--- src/rtl/pico_mips_pkg.sv ---
// pico_mips_pkg: opcodes, instruction layout, program constants, ROM image.
// Shared by the picoMIPS core and its ALU.
package pico_mips_pkg;

    typedef enum logic [2:0] {
        OP_NOP  = 3'b000,
        OP_ADD  = 3'b001,
        OP_ADDI = 3'b010,
        OP_MULI = 3'b011,
        OP_IN   = 3'b100,
        OP_OUT  = 3'b101,
        OP_WAIT = 3'b110,
        OP_JMP  = 3'b111
    } op_e;

    localparam int OP_W    = 3;
    localparam int REG_W   = 3;
    localparam int IMM_W   = 8;
    localparam int INSTR_W = OP_W + 2 * REG_W + IMM_W;
    localparam int OP_LSB  = 14;
    localparam int RD_LSB  = 11;
    localparam int RS_LSB  = 8;
    localparam int IMM_LSB = 0;
    localparam int NREGS   = 8;

    // Q1.7 coefficients: 0.75, 0.5, -0.5
    localparam logic signed [IMM_W-1:0] K_P075 = 8'sd96;
    localparam logic signed [IMM_W-1:0] K_P050 = 8'sd64;
    localparam logic signed [IMM_W-1:0] K_M050 = -8'sd64;

    localparam logic signed [IMM_W-1:0] OFS_P = 8'sd20;
    localparam logic signed [IMM_W-1:0] OFS_M = -8'sd20;

    typedef struct packed {
        op_e              op;
        logic [REG_W-1:0] rd;
        logic [REG_W-1:0] rs;
        logic [IMM_W-1:0] imm;
    } instr_t;

    function automatic instr_t enc(
        input op_e              op,
        input logic [REG_W-1:0] rd,
        input logic [REG_W-1:0] rs,
        input logic [IMM_W-1:0] imm
    );
        instr_t w;
        w.op  = op;
        w.rd  = rd;
        w.rs  = rs;
        w.imm = imm;
        return w;
    endfunction

    // Fixed affine-transform program; unlisted words are NOP.
    function automatic instr_t rom_image(input logic [7:0] addr);
        instr_t w;
        w = enc(OP_NOP, 3'd0, 3'd0, 8'd0);
        case (addr)
            8'd0:  w = enc(OP_WAIT, 3'd0, 3'd0, 8'd1);
            8'd1:  w = enc(OP_IN,   3'd1, 3'd0, 8'd0);
            8'd2:  w = enc(OP_WAIT, 3'd0, 3'd0, 8'd0);
            8'd3:  w = enc(OP_WAIT, 3'd0, 3'd0, 8'd1);
            8'd4:  w = enc(OP_IN,   3'd2, 3'd0, 8'd0);
            8'd5:  w = enc(OP_MULI, 3'd3, 3'd1, K_P075);
            8'd6:  w = enc(OP_MULI, 3'd4, 3'd2, K_P050);
            8'd7:  w = enc(OP_ADD,  3'd3, 3'd4, 8'd0);
            8'd8:  w = enc(OP_ADDI, 3'd3, 3'd0, OFS_P);
            8'd9:  w = enc(OP_MULI, 3'd5, 3'd1, K_M050);
            8'd10: w = enc(OP_MULI, 3'd6, 3'd2, K_P075);
            8'd11: w = enc(OP_ADD,  3'd5, 3'd6, 8'd0);
            8'd12: w = enc(OP_ADDI, 3'd5, 3'd0, OFS_M);
            8'd13: w = enc(OP_WAIT, 3'd0, 3'd0, 8'd0);
            8'd14: w = enc(OP_OUT,  3'd0, 3'd3, 8'd0);
            8'd15: w = enc(OP_WAIT, 3'd0, 3'd0, 8'd1);
            8'd16: w = enc(OP_OUT,  3'd0, 3'd5, 8'd0);
            8'd17: w = enc(OP_WAIT, 3'd0, 3'd0, 8'd0);
            8'd18: w = enc(OP_JMP,  3'd0, 3'd0, 8'd0);
            default: w = enc(OP_NOP, 3'd0, 3'd0, 8'd0);
        endcase
        return w;
    endfunction

endpackage

--- src/rtl/pico_mips_if.sv ---
// pico_mips_if: switch inputs and LED display of the picoMIPS board.
// The core takes the slave side; the board/bench drives the master side.
interface pico_mips_if #(
    parameter int n = 8
);
    logic [9:0]   SW;
    logic [n-1:0] LED;

    modport master (output SW, input LED);
    modport slave  (input SW, output LED);
endinterface

--- src/rtl/pico_mips_alu.sv ---
// pico_mips_alu: combinational ADD / ADDI / MULI / IN pass-through.
// MULI keeps bits [n+6:7] of the signed product (floor of rs*imm/128).
module pico_mips_alu
    import pico_mips_pkg::*;
#(
    parameter int n = 8
) (
    input  op_e              op,
    input  logic [n-1:0]     a,
    input  logic [n-1:0]     b,
    input  logic [IMM_W-1:0] imm,
    input  logic [n-1:0]     sw,
    output logic [n-1:0]     y
);
    localparam int PW = n + IMM_W;

    logic signed [PW-1:0] prod;
    logic [n-1:0]         imm_x;
    logic                 unused_prod_msb;

    assign imm_x = n'($signed(imm));
    assign prod  = $signed(b) * $signed(imm);
    assign unused_prod_msb = prod[PW-1];

    // Result select; a (rd) passes through for non-writing opcodes.
    always_comb begin
        y = a;
        case (op)
            OP_ADD:  y = a + b;
            OP_ADDI: y = a + imm_x;
            OP_MULI: y = prod[PW-2:IMM_W-1];
            OP_IN:   y = sw;
            default: y = a;
        endcase
    end
endmodule

--- src/rtl/pico_mips_cpu.sv ---
// pico_mips_cpu: single-cycle 8-bit picoMIPS core running a fixed ROM program.
// Build option SW9_RESET_EN: SW[9]=0 acts as an extra synchronous reset.
module pico_mips_cpu
    import pico_mips_pkg::*;
#(
    parameter int n          = 8,
    parameter int PROG_DEPTH = 32
) (
    input logic         clk,
    input logic         reset,
    pico_mips_if.slave  io
);
    localparam int PCW = $clog2(PROG_DEPTH);

    logic [PCW-1:0] pc;
    logic [PCW-1:0] pc_next;
    instr_t         ir;
    logic [n-1:0]   regs [NREGS];
    logic [n-1:0]   rd_val;
    logic [n-1:0]   rs_val;
    logic [n-1:0]   alu_y;
    logic [n-1:0]   led_q;
    logic           rst;
    logic           we;
    logic           led_we;
    logic           stall;
    logic           jump;

`ifdef SW9_RESET_EN
    assign rst = reset | ~io.SW[9];
`else
    logic unused_sw9;
    assign unused_sw9 = io.SW[9];
    assign rst = reset;
`endif

    assign ir = rom_image(8'(pc));

    assign rd_val = (ir.rd == '0) ? '0 : regs[ir.rd];
    assign rs_val = (ir.rs == '0) ? '0 : regs[ir.rs];

    pico_mips_alu #(
        .n (n)
    ) u_alu (
        .op  (ir.op),
        .a   (rd_val),
        .b   (rs_val),
        .imm (ir.imm),
        .sw  (io.SW[n-1:0]),
        .y   (alu_y)
    );

    // Decode: register write, LED write, WAIT stall and jump.
    always_comb begin
        we     = 1'b0;
        led_we = 1'b0;
        stall  = 1'b0;
        jump   = 1'b0;
        case (ir.op)
            OP_ADD, OP_ADDI, OP_MULI, OP_IN: we = 1'b1;
            OP_OUT:  led_we = 1'b1;
            OP_WAIT: stall = (io.SW[8] != ir.imm[0]);
            OP_JMP:  jump = 1'b1;
            default: ;
        endcase
    end

    // Next PC: hold on stall, load target on jump, else increment.
    always_comb begin
        pc_next = pc + 1'b1;
        if (stall) begin
            pc_next = pc;
        end else if (jump) begin
            pc_next = ir.imm[PCW-1:0];
        end
    end

    // Architectural state: PC, register file and LED latch.
    always_ff @(posedge clk) begin
        if (rst) begin
            pc    <= '0;
            led_q <= '0;
            for (int i = 0; i < NREGS; i++) begin
                regs[i] <= '0;
            end
        end else begin
            pc <= pc_next;
            if (led_we) begin
                led_q <= rs_val;
            end
            if (we && ir.rd != '0) begin
                regs[ir.rd] <= alu_y;
            end
        end
    end

    assign io.LED = led_q;
endmodule

--- src/flat_wrapper.sv ---
// flat-port wrapper written by rule: the top's interface ports become plain ports
module pico_mips_cpu_flat import pico_mips_pkg::*;
#(
    parameter int n          = 8,
    parameter int PROG_DEPTH = 32
)
  (clk, reset, io_SW, io_LED);
  pico_mips_if #(.n(n)) io_i ();
  input logic clk;
  input logic reset;
  input wire logic [$bits(io_i.SW)-1:0] io_SW;
  output wire logic [$bits(io_i.LED)-1:0] io_LED;
  assign io_i.SW = io_SW;
  assign io_LED = io_i.LED;
  pico_mips_cpu #(.n(n), .PROG_DEPTH(PROG_DEPTH)) u_core (.clk(clk), .reset(reset), .io(io_i));
endmodule
--- config.mk ---
export PLATFORM = sky130hd
export DESIGN_NAME = pico_mips_cpu_flat
export DESIGN_NICKNAME = d
export VERILOG_FILES = /design/src/rtl/pico_mips_pkg.sv /design/src/rtl/pico_mips_if.sv /design/src/rtl/pico_mips_alu.sv /design/src/rtl/pico_mips_cpu.sv /design/src/flat_wrapper.sv
export SDC_FILE = /design/constraint.sdc
export NUM_CORES = 1
export LEC_CHECK = 0
export ABC_CLOCK_PERIOD_IN_PS = 5800
export CORE_MARGIN = 2
export CORE_UTILIZATION = 58
export CTS_CLUSTER_SIZE = 14
export DETAILED_ROUTE_END_ITERATION = 7
export PLACE_DENSITY_LB_ADDON = 0.25
export SLEW_MARGIN = 20
export SYNTH_ARGS = -nofsm -noshare
export SYNTH_HDL_FRONTEND = slang
export SYNTH_HIERARCHICAL = 1
export SYNTH_SLANG_ARGS = --single-unit
export TNS_END_PERCENT = 30
--- constraint.sdc ---
create_clock -name clk -period 5.8 [get_ports clk]
set_clock_uncertainty 0.2 [all_clocks]
set_input_delay 0.87 -clock clk [delete_from_list [all_inputs] [get_ports clk]]
set_output_delay 0.87 -clock clk [all_outputs]
set_load 0.005 [all_outputs]
Word-level counts from Yosys, hierarchy flattened
Memory sizes are Yosys's and may differ from the RTL's. A register that Yosys moved wholly into a read port is not among the register bits.
Index checks and enable logic that the tools add are counted.
{"block": "totals", "regBits": 13, "ramBits": 64, "romBits": 512, "in_bits": 12, "output_inout_bits": 8, "elab_cells": 40, "n_memories": 2}
{"name": "(name not given)", "depth": 32, "word_bits": 16, "read_ports": 1, "rd_clocked_by_memory_dff": 1, "write_ports": 0, "line_no": "pico_mips_pkg.sv:59", "source": "case (addr)"}
{"name": "u_core.regs", "depth": 8, "word_bits": 8, "read_ports": 2, "rd_clocked_by_memory_dff": 0, "write_ports": 8, "line_no": "pico_mips_cpu.sv:18", "source": "logic [n-1:0] regs [NREGS];"}
{"block": "op_classes", "addsub": 3, "mul": 1, "eq_ne": 8, "mux": 18, "reduce_logical": 6}
{"operator": "$pmux W8 S4", "count": 1}
{"operator": "$mux W8", "count": 3}
{"operator": "$add A8 B8 Y8", "count": 2}
{"operator": "$mul A8 B8 Y15", "count": 1}
{"operator": "$mux W5", "count": 3}
{"operator": "$eq A3 B3 Y1 const B", "count": 4}
{"operator": "$mux W1", "count": 10}
{"operator": "$reduce_or A8 Y1", "count": 1}
{"operator": "$eq A3 B2 Y1 const B", "count": 2}
{"operator": "$logic_not A3 Y1", "count": 2}
{"operator": "$add A5 B1 Y5 const B", "count": 1}
{"operator": "$reduce_or A4 Y1", "count": 1}
{"operator": "$eq A3 B1 Y1 const B", "count": 1}
{"operator": "$mux W3", "count": 1}
{"operator": "$reduce_bool A3 Y1", "count": 1}
{"operator": "$logic_and A1 B1 Y1", "count": 1}
{"operator": "$ne A1 B1 Y1", "count": 1}

Logic depth before layout (Yosys ltp)
Gate-level depths: netlist of run 1.
{"block": "logic_depth", "ltp_word": 9, "mapped_depth": 24, "depth_no_buf": 21}

Cells and area by module
The synthesis of run 1 kept the hierarchy.
{"module": "pico_mips_cpu", "n_inst": 1, "cells_each": 458, "area_each_um2": 4963.5, "seq_area_each_um2": 2502.4}
{"module": "pico_mips_alu", "n_inst": 1, "cells_each": 356, "area_each_um2": 2987.9, "seq_area_each_um2": 0.0}

Worst setup path after synthesis of run 1
OpenSTA, ideal clock, no wires.
{"block": "synth_timing", "path_kind": "flip-flop to flip-flop", "start": "register u_core/ir[9] (netlist name)", "end": "memory u_core.regs[7][6], data pin", "setup_ns": 0.255, "arrival_time_ns": 5.447, "required_ns": 5.345, "path_slack_ns": -0.101, "path_stages_with_launch": 23, "n_path_buf": 2, "period_less_slack_ns": 5.901, "path_cell_list": "dfxtp_1 > clkbuf_1 > buf_2 > mux2i_1 > nand2_1 > o21ai_0 > a221oi_1 > nand2_1 > fa_1 > fa_1 > inv_1 > fa_1 > inv_1 > fa_1 > inv_1 > ha_1 > nand4b_1 > o2111ai_1 > nor2_1 > o31ai_1 > xnor2_1 > o21ai_0 > and2_1"}
{"element": "end, declared", "line_no": "pico_mips_cpu.sv:18"}

==> results of run 1 <==
## registers in the layout (all words and copies together), names as in the netlist
register and cells:
u_core/io.LED 8, u_core/ir 16, u_core/pc 5, u_core/regs 64
## layout by cell type, fill, tap and decap left out, drive strengths merged, types with 16 or more instances in the layout
| cell type | count |
|---|---|
| dfxtp | 29 |
| inv | 91 |
| fa | 51 |
| clkdlybuf4s50 | 18 |
| nor2b | 17 |
| buf | 93 |
| conb | 16 |
| xnor2 | 19 |
| edfxtp | 64 |
| ha | 39 |
| nor2 | 50 |
| and2 | 101 |
| mux2i | 32 |
| nand2 | 44 |
| mux2 | 18 |
| o21ai | 43 |
| a21oi | 22 |
## metrics by stage
stage / power [mW] / utilization, % / worst slack, ns / hold WS, ns
detailed placement: 1.76 / 66.9 / -0.537 / 0.292
global placement: 1.73 / 66.9 / -0.440 / 0.277
CTS: 2.36 / 71.4 / 0.00344 / 0.308
global route: 2.51 / 72.0 / -0.188 / 0.346
finish: 2.40 / 72.0 / -0.0870 / 0.316
floorplan: 1.45 / - / 0.0105 / 0.289
## power by group through the flow
stage | logic, mW | clock network (mW) | registers (mW)
2_1_floorplan | 0.640 | 0 | 0.809
3_3_place_gp | 0.915 | 0 | 0.816
3_5_place_dp | 0.939 | 0 | 0.820
4_1_cts | 0.974 | 0.582 | 0.806
5_1_grt | 1.09 | 0.606 | 0.814
6_report | 1.01 | 0.579 | 0.808
## cells by family (layout without fill, tap and decap cells)
family,count (synthesis),count (layout)
xor gates and xnor gates,22,22
buffers and inverters,124,218
adders and majority gates,91,91
muxes,58,58
and+or+nand+nor,279,279
other,1,17
DFF,93,93
AOI/OAI and AO/OA,146,146
## path summary, 6_finish.rpt
kind                                 startpoint                         endpoint  slack (ns)  cells past startpoint
setup / recovery           u_core/ir[8]$_DFF_P_  u_core/regs[2][5]$_SDFFCE_PN0P_       -0.09                     24
hold / removal    u_core/io.LED[1]$_SDFFE_PP0N_    u_core/io.LED[1]$_SDFFE_PP0N_        0.32                      2
setup reg to reg           u_core/ir[8]$_DFF_P_  u_core/regs[2][5]$_SDFFCE_PN0P_       -0.09                     24
hold reg to reg   u_core/io.LED[1]$_SDFFE_PP0N_    u_core/io.LED[1]$_SDFFE_PP0N_        0.32                      2
## final cells by class
type | instances | area, um2 | share of cell area [%]
multi-input cells | 612 | 5280 | 55.1
flip-flops and latches | 93 | 2510 | 26.2
clock inverters | 7 | 60.1 | 0.627
diodes | 1 | 2.50 | 0.0261
clock buffers | 9 | 225 | 2.35
repair buffers | 112 | 942 | 9.84
well taps | 176 | 220 | 2.30
inverters | 90 | 338 | 3.53
## per-layer routing
metal,track usage (%),up-vias,routed length [um]
met5,0,-,0
met4,11.4,0,724
met3,5.03,59,1550
met2,51.6,306,10800
met1,41.2,3299,9200
li1,-,3027,-
## timing repair
| item | in CTS | in global routing |
|---|---|---|
| resized for setup | 58 | 23 |
| gates cloned | 0 | 0 |
| buffers inserted | 13 | 2 |
| endpoints found under the setup margin | 49 | 49 |
| endpoints found under the hold margin | 0 | 0 |
| pin swaps | 36 | 22 |
| hold buffers | 0 | 0 |
## worst max-delay path, stage by stage (launching register included)
cell	delay, ns
sky130_fd_sc_hd__dfxtp_2	0.36
sky130_fd_sc_hd__buf_6	0.14
sky130_fd_sc_hd__mux4_2	0.52
sky130_fd_sc_hd__nor2_2	0.13
sky130_fd_sc_hd__a221oi_2	0.07
sky130_fd_sc_hd__buf_4	0.19
sky130_fd_sc_hd__nand2_2	0.10
sky130_fd_sc_hd__inv_2	0.07
sky130_fd_sc_hd__buf_4	0.14
sky130_fd_sc_hd__fa_1	0.58
sky130_fd_sc_hd__inv_2	0.07
sky130_fd_sc_hd__fa_1	0.55
sky130_fd_sc_hd__inv_1	0.06
sky130_fd_sc_hd__fa_1	0.49
sky130_fd_sc_hd__inv_1	0.06
sky130_fd_sc_hd__fa_1	0.56
sky130_fd_sc_hd__inv_2	0.05
sky130_fd_sc_hd__ha_4	0.16
sky130_fd_sc_hd__or2_4	0.26
sky130_fd_sc_hd__o22ai_4	0.21
sky130_fd_sc_hd__nor2_2	0.07
sky130_fd_sc_hd__xnor2_1	0.21
sky130_fd_sc_hd__o21ai_1	0.09
sky130_fd_sc_hd__buf_4	0.18
sky130_fd_sc_hd__and2_1	0.14
==> run summary, run 1 <==
The run finished, with violations left. The final reports fail on negative setup slack. After filler insertion, the fill cell instance count of the layout stands at 925.

The area fraction in and, or, nand and nor cells after synthesis came out at 19.1%. STA classifies the critical path startpoint as a flip-flop. Summed over its instances, the top area cell type makes up 24.2% of the synthesized netlist area. Summed over all instances, the cell type with the most area after synthesis is sky130_fd_sc_hd__edfxtp_1. Leaving out filler cells and counting taps, the final layout contains 1100. In this run the tightest slew margin relative to its limit is 42.4%. The leading cell type by number of instances after synthesis is sky130_fd_sc_hd__and2_1. TritonCTS built the clock tree. In this run, flip-flops and latches consume 33.7% of the power.

Combinational cells account for 42.1% of the total power. After synthesis, the largest family of logic cells by area is simple AND/OR/NAND/NOR gates. The top flip-flop cell by instance count after synthesis is sky130_fd_sc_hd__edfxtp_1.

Die area: 14700 um2. The category of the worst setup path capture point was a flip-flop. In the routed layout, each cell is associated on average with a via count of 6.08.

The number of buffers on the longest clock path is 2. The tools report the residual overflow from global routing as 0. Internal power comes to 1.47 mW. Dividing the detail-routed wire length by the instance count gives 20.3 um. The share of the synthesized area in compound gates (AO/OA/AOI/OAI) is 12.6%, and the unique cell type count in the Yosys netlist is 74. After detailed placement, the design holds a cell count of 1071. The cell area that synthesis handed to floorplanning was 7950 um2.

The clock-pin transition on the worst setup and hold timing paths is 0.07 ns, and the number of max-cap violations is 0. The final layout contains 1020 nets. The tools report the total clock sinks as 93.

The tools report the post-route antenna net violation count as 0. In the post-synthesis netlist, the biggest area contributors are sky130_fd_sc_hd__edfxtp_1 24%, sky130_fd_sc_hd__fa_1 13%, sky130_fd_sc_hd__and2_1 7.9%, sky130_fd_sc_hd__dfxtp_1 7.3%, sky130_fd_sc_hd__ha_1 6.1%. At the worst endpoint, the required time is 5.71 ns.

Setup repair after global routing could not meet its margin everywhere. Of the total synthesized cell area, the portion taken by full adders, half adders and majority gates is 19.1%. The die extent in y was 121 um.

The final worst setup slack was -0.0870 ns; the horizontal extent of the die was 121 um. In the synthesized netlist, the number of instances is 814. Number of endpoints failing setup at the final stage: 21. The area growth from synthesis to layout is 20.4%. The worst-path maximum fanout was 7.

After synthesis the netlist holds a flip-flop and latch count of 93. For this run, the number of Yosys warnings is 6. The H-tree generated during clock tree synthesis spans 3 levels.

Detailed routing inserted a total of 6691 vias. For the worst setup path, the data arrival time is 5.80 ns. The global-route wire length before repair is 34600 um. In the synthesized netlist, the cells that appear most often are 100 x sky130_fd_sc_hd__and2_1, 87 x sky130_fd_sc_hd__inv_1, 64 x sky130_fd_sc_hd__edfxtp_1. In the synthesized netlist the async set-or-reset flop fraction comes to 0%. Dividing total power by cell area gives a power density of 250 nW/um2. The multiplexer area fraction after synthesis is 8.84%, and the transition time at the pin with the least slew margin is 0.860 ns. For this run, design rule violations remaining after detail routing come to 0. For this run, the total global-route usage over all layers was measured as 31.1%. Averaged over all synthesized cells, the footprint is 9.77 um2.

In this run switching power makes up 38.6% of total power. The initial utilization of the core area, before any placement, comes to 59.8%. The share of total power in the clock network is 24.1%. The detailed placement HPWL is 15800 um, and the number of flops mapped to enable cells by yosys is 64. The analysis attributes to net switching a power of 0.924 mW. The logs give 7 for the number of iterations in the first detailed-routing pass and 20 for the I/O pin count.

The xor and xnor fraction of the mapped netlist area works out to 2.42%. The logs give 4.08 nW for the static leakage and 8890 um2 for the placed instance area. Sequential elements use 31.5% of the synthesized area. The finished cells cover 9570 um2. The worst path uses 101% of the clock period. The CTS root buffer is sky130_fd_sc_hd__clkbuf_16. Path type of the worst setup path: flip-flop to flip-flop. The max-slew violation count was 0. Row generation in the floorplan step produced 42 rows.

After floorplanning, the core was sized to cover 13300 um2. Based on the critical path, the design can be clocked at up to 170 MHz. TritonCTS buffer count: 9.

Total wirelength of the detailed-routed design: 22300 um. Clock latency on the worst-skew pair, taken at its later pin, is 0.36 ns. At the end of routability-driven placement, the weighted congestion stood at 0.932. During placement, the flow inserted port buffers numbering 18. The run gives 6647 as the number of global-route vias before repair. The number of antenna violations at the first check in global routing came out at 0.

Entering global routing, the biggest net connects 35 pins. Worst hold-check path type: flip-flop to flip-flop. The first routing iteration left 663 violations. Summed over all failing endpoints, the final setup total negative slack is -1.20 ns.

The final critical delay including setup and external delays was 5.89 ns. The worst-case IR drop observed on VDD is 0.000260 V. The ratio of cells with drive above 1 in the final layout was 22.4%. The final-report hold violation count was 0.
Power figures use the tool's default switching activity.
==> run 2, diff against run 1 <==
--- a/config.mk
+++ b/config.mk
@@ -7,3 +7,3 @@
 export LEC_CHECK = 0
-export ABC_CLOCK_PERIOD_IN_PS = 5800
+export ABC_CLOCK_PERIOD_IN_PS = 4900
 export CORE_MARGIN = 2
@@ -12,2 +12,3 @@
 export DETAILED_ROUTE_END_ITERATION = 7
+export GPL_ROUTABILITY_DRIVEN = 1
 export PLACE_DENSITY_LB_ADDON = 0.25
==> constraint.sdc (replaced) <==
create_clock -name clk -period 4.9 [get_ports clk]
set_clock_uncertainty 0.2 [all_clocks]
set_input_delay 0.98 -clock clk [delete_from_list [all_inputs] [get_ports clk]]
set_output_delay 0.98 -clock clk [all_outputs]
set_load 0.005 [all_outputs]
==> run 2 against run 1 <==
The run still ends with negative setup slack left. Setup slack got worse by 0.88 ns. Total power increased by 25%. First-iteration DRC count increased by 10%. Largest cell class unchanged. Largest power group unchanged.
==> run summary, run 2 (synthesis results as in run 1) <==
The run finished, with violations left. Failing checks: negative setup slack (unchanged). The ratio of cells with drive above 1 in the final layout works out to 27.3% (was 22.4%). The number of diodes was 0 (was 1). The data arrival time of the critical path was 5.78 ns (was 5.80 ns). The overall via count from detail_route came out at 6683 (was 6691). The placed instance area is 9210 um2 (was 8890 um2), and the headroom to the max-slew limit is 50.1% (was 42.4%).

Worst-path cell chain: buf_12 > mux4_2 > nor2_4 > a221oi_4 > and2_4 > fa_1 > inv_2 > fa_1 > inv_2 > fa_1 > inv_1 > fa_1 > inv_2 > ha_4 > nand4b_1 > o211ai_1 > a21o_1 > xnor2_2 > o21ai_0 > buf_4 > and2_1 (was buf_6 > mux4_2 > nor2_2 > a221oi_2 > buf_4 > nand2_2 > inv_2 > buf_4 > fa_1 > inv_2 > fa_1 > inv_1 > fa_1 > inv_1 > fa_1 > inv_2 > ha_4 > or2_4 > o22ai_4 > nor2_2 > xnor2_1 > o21ai_1 > buf_4 > and2_1). The number of flip-flops under the largest register name is 64 (unchanged), and the post-route cell area is 10100 um2 (was 9570 um2). The number of endpoints failing setup at the final stage is 56 (was 21).

The run gives 1 (was 0) as the number of antenna violations at the first check in global routing. For the number of max-cap violations, the log shows 0 (unchanged). The number of cell instances on the worst register-to-register path was 21 (was 24). Setup repair after global routing could not meet its margin everywhere. The layout-stage area growth over the synthesis result works out to 27.1% (was 20.4%). The row count was 42 (unchanged); the data required time of the critical path was 4.80 ns (was 5.71 ns).

The CTS root buffer is sky130_fd_sc_hd__clkbuf_16 (unchanged). The worst-path maximum fanout was 7 (unchanged). The final worst setup slack was -0.972 ns (was -0.0870 ns); the number of nets at the end of the flow was 1039 (was 1020). The average via count per standard cell was 5.98 (was 6.08).

The static leakage came out at 4.23 nW (was 4.08 nW). The transition time at the pin with the least slew margin was 0.749 ns (was 0.860 ns). Register name with the most flops: u_core/regs (unchanged). The category of the worst setup path capture point was a flip-flop (unchanged).

The path type of the worst setup path is flip-flop to flip-flop (unchanged). Total power per unit cell area: 296 nW/um2 (was 250 nW/um2). The clock-pin transition on the worst setup and hold timing paths works out to 0.06 ns (was 0.07 ns). The number of global-route vias before repair is 6757 (was 6647). The total wirelength of the detailed-routed design was 23100 um (was 22300 um); the post-route antenna net violation count was 0 (unchanged).

Number of port buffers: 18 (unchanged). The nature of the critical path startpoint was a flip-flop (unchanged). The residual overflow from global routing is 0 (unchanged). The horizontal extent of the die works out to 121 um (unchanged). The logs give 3 (unchanged) for the number of H-tree levels and 0 (unchanged) for the max-slew violation count. The commonest non-fill, non-tap cell in the layout was sky130_fd_sc_hd__buf_4 (was sky130_fd_sc_hd__and2_1). The routed length per placed instance is 20.7 um (was 20.3 um).

The detailed-route DRC error count was 0 (unchanged). Sink of the worst hold path: u_core/io.LED[5]$_SDFFE_PP0N_ (was u_core/io.LED[1]$_SDFFE_PP0N_). Most frequent cells in the layout: 96 x sky130_fd_sc_hd__buf_4, 80 x sky130_fd_sc_hd__and2_1, 79 x sky130_fd_sc_hd__inv_1, 64 x sky130_fd_sc_hd__edfxtp_1, 48 x sky130_fd_sc_hd__fa_1 (was 91 x sky130_fd_sc_hd__and2_1, 86 x sky130_fd_sc_hd__buf_4, 81 x sky130_fd_sc_hd__inv_1, 64 x sky130_fd_sc_hd__edfxtp_1, 51 x sky130_fd_sc_hd__fa_1). The floorplan core area is 13300 um2 (unchanged), and the maximum achievable frequency is 170 MHz (about the same). The clock latency on the worst-skew pair is 0.36 ns (about the same), and the number of hold buffers added after CTS is 0 (unchanged). The number of buffers and inverters on the critical path is 6 (was 9).

The die area was 14700 um2 (unchanged). The number of buffers on the longest clock path was 2 (unchanged). The launch point of the worst reg-to-reg path is u_core/ir[8]$_DFF_P_ (unchanged).

For the effective utilization at floorplan, the log shows 59.8% (unchanged). The terminus of the critical flop-to-flop path is u_core/regs[1][2]$_SDFFCE_PN0P_ (was u_core/regs[2][5]$_SDFFCE_PN0P_). For the maximum vdd drop, the log shows 0.000304 V (was 0.000260 V).

TritonCTS built the clock tree. The number of cells on the worst hold path came out at 2 (unchanged). The dominant cell type by count on the critical path was sky130_fd_sc_hd__fa_1 (unchanged).

The delay contributed by the slowest stage of the critical path is 0.55 ns (was 0.58 ns). The run gives -48.27 ns (was -1.20 ns) as the setup TNS. The standard cell with the maximum stage delay on the critical path was sky130_fd_sc_hd__mux4_2 (was sky130_fd_sc_hd__fa_1). The logs give 35 (unchanged) for the maximum number of pins on one net before global-route repair and 0 (unchanged) for the final-report hold violation count. The tools report the TritonCTS buffer count as 9 (unchanged). The global-route wire length before repair is 35900 um (was 34600 um). The worst hold-check path type is flip-flop to flip-flop (unchanged). Total clock sinks: 93 (unchanged). For the routability congestion estimate, the log shows 1.03 (was 0.932).

The die extent in y was 121 um (unchanged). Family with the most delay on the worst path: adder cells (unchanged). The post-route fraction of the period consumed by the critical path was 120% (was 101%). The cell count along the critical path works out to 21 (was 24). Flop-to-flop setup slack: -0.97 ns (was -0.09 ns). The final critical delay including setup and external delays was 5.87 ns (was 5.89 ns); the number of DRC violations after detailed-routing iteration 0 was 732 (was 663).

The detailed placement HPWL is 16700 um (was 15800 um). The source of the worst hold timing path is u_core/io.LED[5]$_SDFFE_PP0N_ (was u_core/io.LED[1]$_SDFFE_PP0N_). The worst slack at placement was -1.37 ns (was -0.537 ns); the I/O pin count was 20 (unchanged).

The all-layer global routing usage is 32.4% (was 31.1%), and the number of iterations in the first detailed-routing pass is 5 (was 7).
[run 2: worst min-delay path, delay by kind of cell, from the launching register on]
kind,cells,cell delay (ns)
DFF,1,0.33
muxes,1,0.07
and+or+nand+nor,1,0.07
[run 2: report_power, final]
| part | switching, mW | internal, mW | total (mW) | leakage, nW |
|---|---|---|---|---|
| logic | 0.783 | 0.548 | 1.33 | 3.19 |
| registers | 0.0625 | 0.901 | 0.964 | 0.893 |
| clock network | 0.300 | 0.398 | 0.698 | 0.142 |
| total | 1.15 | 1.85 | 2.99 | 4.23 |
[run 2: per-stage QoR]
step,cells,util [%],hold slack (ns),total power [mW]
global route,1118,76.0,0.334,3.12
detailed placement,1091,69.3,0.290,2.14
CTS,1117,75.0,0.301,2.94
floorplan,829,-,0.289,1.75
global placement,1091,69.3,0.278,2.11
finish,1118,76.0,0.293,2.99
[run 2: per-layer routing]
layer,track usage (%),vias up,part of all wire [%]
met1,42.0,3252,40
met5,0,-,0
met2,55.7,309,50
met3,2.82,65,6.1
met4,13.6,0,3.8
li1,-,3057,-
[run 2: final cells by class]
cell class                      count  area, um2
Inverter                           90        338
Sequential cell                    93       2510
Multi-Input combinational cell    612       5590
Timing Repair Buffer              131       1160
Fill cell                         872       3190
Clock inverter                      5       60.1
Clock buffer                       11        233
Tap cell                          176        220
[run 2: repair_timing]
item	CTS	global route
gates cloned	1	0
endpoints found under the setup margin	56	56
buffers inserted	10	1
resized for setup	77	35
pin swaps	39	29
[run 2: how the worst max path moves through the flow]
| stage | startpoint | end | slack [ns] |
|---|---|---|---|
| final | u_core/ir[8]$_DFF_P_ | u_core/regs[1][2]$_SDFFCE_PN0P_ | -0.97 |
| after global routing | u_core/ir[8]$_DFF_P_ | u_core/regs[2][2]$_SDFFCE_PN0P_ | -1.09 |
| after CTS | u_core/ir[8]$_DFF_P_ | u_core/regs[1][2]$_SDFFCE_PN0P_ | -0.86 |
| after detailed placement | u_core/ir[9]$_SDFF_PP0_ | u_core/regs[5][7]$_SDFFCE_PN0P_ | -1.37 |
| after global placement | u_core/ir[9]$_SDFF_PP0_ | u_core/regs[6][7]$_SDFFCE_PN0P_ | -1.16 |
| after floorplan | u_core/ir[8]$_DFF_P_ | u_core/regs[7][6]$_SDFFCE_PN0P_ | -0.52 |
